==> src/rtl/simd_result_packer.sv <==
// SIMD writeback packer: undoes horizontal lane pairing, merges
// masked-off lanes with the old destination, buffers in a 2-entry FIFO.
`ifndef SIMD_DATA_WIDTH
`define SIMD_DATA_WIDTH 64
`endif
`ifndef FUNCT3_WIDTH
`define FUNCT3_WIDTH 3
`endif
`ifndef SIMD16
`define SIMD16 2'b01
`endif
`ifndef SIMD32
`define SIMD32 2'b10
`endif

module simd_result_packer #(
    parameter int DATA_W = `SIMD_DATA_WIDTH,
    parameter int TAG_W  = 5,
    parameter int DEPTH  = 2
) (
    input  logic                     clk,
    input  logic                     rst_n,
    input  logic                     flush,
    input  logic                     in_valid,
    output logic                     in_ready,
    input  logic [DATA_W-1:0]        in_result,
    input  logic [DATA_W-1:0]        in_rd_old,
    input  logic [TAG_W-1:0]         in_tag,
    input  logic [3:0]               in_mask,
    input  logic                     in_mask_ena,
    input  logic                     in_simd_ena,
    input  logic [`FUNCT3_WIDTH-1:0] in_funct3,
    output logic                     out_valid,
    input  logic                     out_ready,
    output logic [DATA_W-1:0]        out_data,
    output logic [TAG_W-1:0]         out_tag
);

    logic [DATA_W-1:0] unpacked;
    logic [DATA_W-1:0] merged;
    logic [DATA_W-1:0] mem_data [DEPTH];
    logic [TAG_W-1:0]  mem_tag  [DEPTH];
    logic [1:0]        count;
    logic              wr_ptr;
    logic              rd_ptr;
    logic              push;
    logic              pop;

    // Horizontal SIMD16 ops interleave rs1/rs2 lanes; restore rs1 high, rs2 low
    always_comb begin
        unpacked = in_result;
        if (in_simd_ena && in_funct3[2] && in_funct3[1:0] == `SIMD16)
            unpacked = {in_result[63:48], in_result[31:16],
                        in_result[47:32], in_result[15:0]};
    end

    // Disabled lanes keep the old destination value
    always_comb begin
        merged = unpacked;
        if (in_simd_ena && in_mask_ena) begin
            case (in_funct3[1:0])
                `SIMD16: begin
                    for (int i = 0; i < 4; i++)
                        if (!in_mask[i])
                            merged[16*i +: 16] = in_rd_old[16*i +: 16];
                end
                `SIMD32: begin
                    for (int i = 0; i < 2; i++)
                        if (!in_mask[i])
                            merged[32*i +: 32] = in_rd_old[32*i +: 32];
                end
                default: ;
            endcase
        end
    end

    assign in_ready  = (count != 2'd2);
    assign out_valid = (count != 2'd0);
    assign out_data  = mem_data[rd_ptr];
    assign out_tag   = mem_tag[rd_ptr];
    assign push      = in_valid && in_ready && !flush;
    assign pop       = out_valid && out_ready && !flush;

    // Storage is reset so the head reads zero when empty after reset
    always_ff @(posedge clk or negedge rst_n) begin
        if (!rst_n) begin
            for (int i = 0; i < DEPTH; i++) begin
                mem_data[i] <= '0;
                mem_tag[i]  <= '0;
            end
        end else if (push) begin
            mem_data[wr_ptr] <= merged;
            mem_tag[wr_ptr]  <= in_tag;
        end
    end

    // Occupancy and pointer update; flush empties without clearing storage
    always_ff @(posedge clk or negedge rst_n) begin
        if (!rst_n) begin
            count  <= 2'd0;
            wr_ptr <= 1'b0;
            rd_ptr <= 1'b0;
        end else if (flush) begin
            count  <= 2'd0;
            wr_ptr <= 1'b0;
            rd_ptr <= 1'b0;
        end else begin
            if (push)
                wr_ptr <= ~wr_ptr;
            if (pop)
                rd_ptr <= ~rd_ptr;
            case ({push, pop})
                2'b10:   count <= count + 2'd1;
                2'b01:   count <= count - 2'd1;
                default: count <= count;
            endcase
        end
    end

endmodule

==> config.mk <==
export PLATFORM = sky130hd
export DESIGN_NAME = simd_result_packer
export DESIGN_NICKNAME = d
export VERILOG_FILES = /design/src/rtl/simd_result_packer.sv
export SDC_FILE = /design/constraint.sdc
export NUM_CORES = 1
export LEC_CHECK = 0
export ABC_AREA = 1
export CORE_MARGIN = 2
export CORE_UTILIZATION = 49
export CTS_CLUSTER_SIZE = 20
export DETAILED_ROUTE_END_ITERATION = 6
export PLACE_DENSITY = 0.82
export SETUP_SLACK_MARGIN = 0.2
export SLEW_MARGIN = 30
export SYNTH_ARGS = -nofsm -noshare
export SYNTH_HDL_FRONTEND = slang
export SYNTH_SLANG_ARGS = --single-unit
==> constraint.sdc <==
create_clock -name clk -period 2.2 [get_ports clk]
set_clock_uncertainty 0.2 [all_clocks]
set_input_delay 0.44 -clock clk [delete_from_list [all_inputs] [get_ports clk]]
set_output_delay 0.44 -clock clk [all_outputs]
set_load 0.03 [all_outputs]
Word-level counts from Yosys, hierarchy flattened
Index checks and enable logic that the tools add are counted.

Add/sub/neg operators: 2. Order comparisons: 3. Equality and inequality tests: 5. Multiplexer cells: 27. Bitwise gates (word level): 4. Reductions and logical operators: 13.

Operators by type and width (count): $mux W64 (5); $bwmux W128 (1); $pmux W64 S2 (1); $demux W64 S1 (1); $mux W16 (4); $mux W32 (2); $mux W48 (1); $mux W5 (4); $bwmux W10 (1); $logic_and A1 B1 Y1 (8); $reduce_bool A2 Y1 (3); $demux W5 S1 (1); $eq A2 B1 Y1 const B (2); $eq A2 B2 Y1 const B (2); $ge A2 B2 Y1 const B (2); $mux W1 (4); $not A1 Y2 (2); $pmux W2 S2 (1); $reduce_bool A3 Y1 (1); $add A2 B1 Y2 const B (1); $lt A2 B1 Y1 const B (1); $mux W2 (1); $ne A2 B2 Y1 const B (1); $not A1 Y1 (2); 2 further kinds (2).

Register bits after elaboration: 142. Bits of input ports: 147. Output and inout port bits: 71. Word-level logic and storage cells: 61.

Longest topological paths before layout
Gate-level depths: netlist (run 1).

Word-level depth: 7. Depth in mapped cells: 10.

Least setup slack after synthesis (run 1)
OpenSTA, ideal clock, no wires.

Path type: reg-to-output. Start: register rd_ptr. End: output port out_data[24]. Data arrival time: 1273 ps. Required time: 1560 ps. Slack: 287 ps. Stages on the path, launching flop included: 6. Path buffers: 2. Path through: dfrtp_1 inv_1 clkbuf_1 buf_1 nand2_1 nand2_1.

Cells in the longest elaborated chain, start to end: 4.

Ends and longest elaborated chain: start: declaration (RTL line 45) `logic rd_ptr;`; start signal: assignment (RTL line 111) `rd_ptr <= ~rd_ptr;`; $not A1 Y2 (not written as such) (RTL line 79) `assign out_data = mem_data[rd_ptr];`; $mux W64 (not written as such) (3 in a row) (RTL line 79); end: declaration (RTL line 35) `output logic [DATA_W-1:0] out_data,`.

No other way between the ends. The select of a mux whose other input is x is not followed.

Final worst setup path (run 1)
Start: register rd_ptr. End: output port out_data[47].

The elaborated chain is that of the path after synthesis.

==> impl_metrics.tcl, run 1 <==
set metrics [dict create \
    status "finished with violations" \
    violations "negative setup slack" \
    drc_errors 0 \
    htreeDepth 4 \
    mostFrequentLayoutCell "nand2_1" \
    syn-num-nets 1308 \
    fin_ws_ns -0.0154 \
    initial_utilization_pct 49.7 \
    hp-start "mem_data[29]" \
    gr-total-overflow 0 \
    vias 8442 \
    cts_buffers 17 \
    firstDrtPassIters 5 \
    dp_hpwl_mm 16.6 \
    arrival_ns 1.58 \
    fin_util_pct 75.7 \
    fp-row-count 46 \
    dieArea_mm2 0.0170 \
    routed_wl_mm 26.1 \
    synth-simple-area-share_pct 41.8 \
    setup-tns-final_ns -0.0589 \
    drtIter0Drc 610 \
    core_area_mm2 0.0157 \
    clock-sinks 142 \
    worst_pin_slew_ns 0.445 \
    cts_tree "yes" \
    r2r_start "count[0]" \
    hold_viol_final 0 \
    syn-cell-area_mm2 0.00780 \
    routed_via_density 5.19 \
    p_total_mw 14.9 \
    total_leakage_power_nw 6.32 \
    ys_seq_elements 142 \
    grt_max_degree 44 \
    grt_use_total_pct 30.5 \
    clk_pin_slew_worst_paths_ns 0.07 \
    port-buffer-count 217 \
    rsz0062_at_grt "yes" \
    muxShareOfSynthArea_pct 0 \
    num-fill-cells 1149 \
    required_ns 1.56 \
    drive_above_1_share_pct 19.8 \
    synth_cells 1158 \
    most-common-layout-cells "nand2_1, clkdlybuf4s50_1, dfrtp_1" \
    finalCritPeriodShare_pct 101 \
    slew_violations 0 \
    grt_pass1_wl_mm 39.7 \
    cp_max_fo 12 \
    yosys.area_share.xor_xnor_pct 0 \
    grt_pass1_vias 7934 \
    yosysUniqueCellTypes 24 \
    syn_avg_cell_area_um2 6.74 \
    n_antenna_cell 0 \
    seq_area_frac_synth_pct 45.5 \
    drv_cap 0 \
    synthAdderAreaFrac_pct 0.481 \
    clk_latency_ns 0.42 \
    syn_to_final_growth_pct 52.3 \
    setup_viol 9 \
    dieWidth_um 130 \
    fin_crit_ns 2.22 \
    synth_top_family_by_area "simple AND/OR/NAND/NOR gates" \
    cp-startpoint "rd_ptr" \
    antenna_found_initial 0 \
    cp-end-kind "primary output" \
    place_congestion 0.972 \
    cts_max_path_buffers 2 \
    cp-start-kind "flop" \
    nets 1548 \
    timing.fmax_mhz 451 \
    routedWlPerCell_um 16.1 \
    drtAntennaViolNets 0 \
    power_density_mw_per_mm2 1250 \
    pin_count 218 \
    min_path_type "flop to flop" \
    die_h_um 130 \
    yosysWarningCount 0 \
    ir_drop_mv 0.637 \
    cts_root_buf "clkbuf_16" \
    critical_path_class "flop to primary output" \
    synth_compound_area_share_pct 4.62 \
    slew_headroom_pct 70.3 \
]
## cells by family after synthesis
| group | Yosys count |
|---|---|
| compound gates | 66 |
| fa+ha+maj | 3 |
| buf+inv | 133 |
| flops | 142 |
| simple gates | 814 |
## final timing paths
path	to	slack, ns	depth (start not counted)
min in group asynchronous	mem_data[29]	0.30	2
worst min register to register	mem_data[29]	0.28	2
worst max register to register	mem_data[111]	0.57	8
worst max-delay path	out_data[47]	-0.02	6
worst min-delay path	mem_data[29]	0.28	2
max in group asynchronous	count[1]	0.89	3
## synthesized netlist by cell type
cell type | n | area (µm²)
a21oi_1 | 2 | 10.0
o22ai_2 | 3 | 37.5
buf_1 | 6 | 22.5
inv_2 | 4 | 15.0
clkbuf_1 | 26 | 97.6
o21ai_0 | 34 | 170
o21ai_1 | 26 | 130
buf_6 | 6 | 67.6
nand2_2 | 1 | 6.26
nand3_2 | 2 | 20.0
nand3_4 | 1 | 17.5
buf_4 | 5 | 37.5
nor2_4 | 3 | 33.8
or2_2 | 2 | 12.5
nand2_1 | 702 | 2640
nand2_4 | 1 | 11.3
o211ai_2 | 1 | 12.5
nand3_1 | 71 | 355
inv_1 | 66 | 248
ha_1 | 3 | 37.5
nand3b_1 | 15 | 113
buf_2 | 20 | 100
dfrtp_1 | 142 | 3550
nor2_1 | 16 | 60.1
## layout make-up
class                      instances  area, µm²  area share [%]
clock buffer                      18        429            3.61
inverter                          70        268            2.25
timing repair buffer             284       3160            26.6
multi-input combinational        883       4060            34.1
clock inverter                    14        145            1.22
sequential                       142       3560            29.9
tap                              216        270            2.27
## sequential cells by signal, indices dropped and copies added (netlist names)
signal and count:
mem_data 128, mem_tag 10, count 2, rd_ptr 1, wr_ptr 1
## what timing repair did
item / in CTS / in global routing
hold endpoints to repair: 40 / 0
endpoints found under the setup margin: 198 / 168
gates resized for setup: 136 / 89
pin swaps: 11 / 26
gates cloned: 6 / 3
hold buffers: 1 / 0
buffers inserted: 8 / 1
## critical path, cell delays in order, from the launching register on
cell,delay (ns)
dfrtp_2,0.45
clkinv_4,0.12
buf_6,0.13
buf_12,0.14
nand2_2,0.06
nand2_2,0.09
buf_12,0.15
## routing by layer
metal / part of all wire, % / GRT usage, % / vias up
met4: 2.3 / 11.3 / 0
li1: - / - / 4025
met2: 49 / 51.0 / 389
met1: 41 / 39.3 / 3971
met3: 7.4 / 6.03 / 57
met5: 0 / 0 / -
## metrics by stage
stage / hold slack [ns] / setup slack (ns) / area [µm²] / cells
2_1_floorplan: -0.0556 / 0.287 / 7800 / 1158
3_3_place_gp: 0.195 / -0.358 / 10400 / 1576
3_5_place_dp: 0.197 / -0.442 / 10400 / 1576
4_1_cts: 0.281 / 0.00263 / 11600 / 1623
5_1_grt: 0.297 / -0.0605 / 11900 / 1627
6_report: 0.279 / -0.0154 / 11900 / 1627
## power breakdown
| part | internal [mW] | switching [mW] | leakage (nW) |
|---|---|---|---|
| Clock | 1.66 | 1.14 | 0.272 |
| Sequential | 3.81 | 0.789 | 1.78 |
| Combinational | 3.16 | 4.30 | 4.27 |
| Total | 8.64 | 6.23 | 6.32 |
(Power assumes the default switching activity.)
==> run 2: changes to the inputs <==
GPL_TIMING_DRIVEN = 1   (was unset)
==> results of run 2 <==
The final DEF is identical to that of run 1; final timing and power are the same.
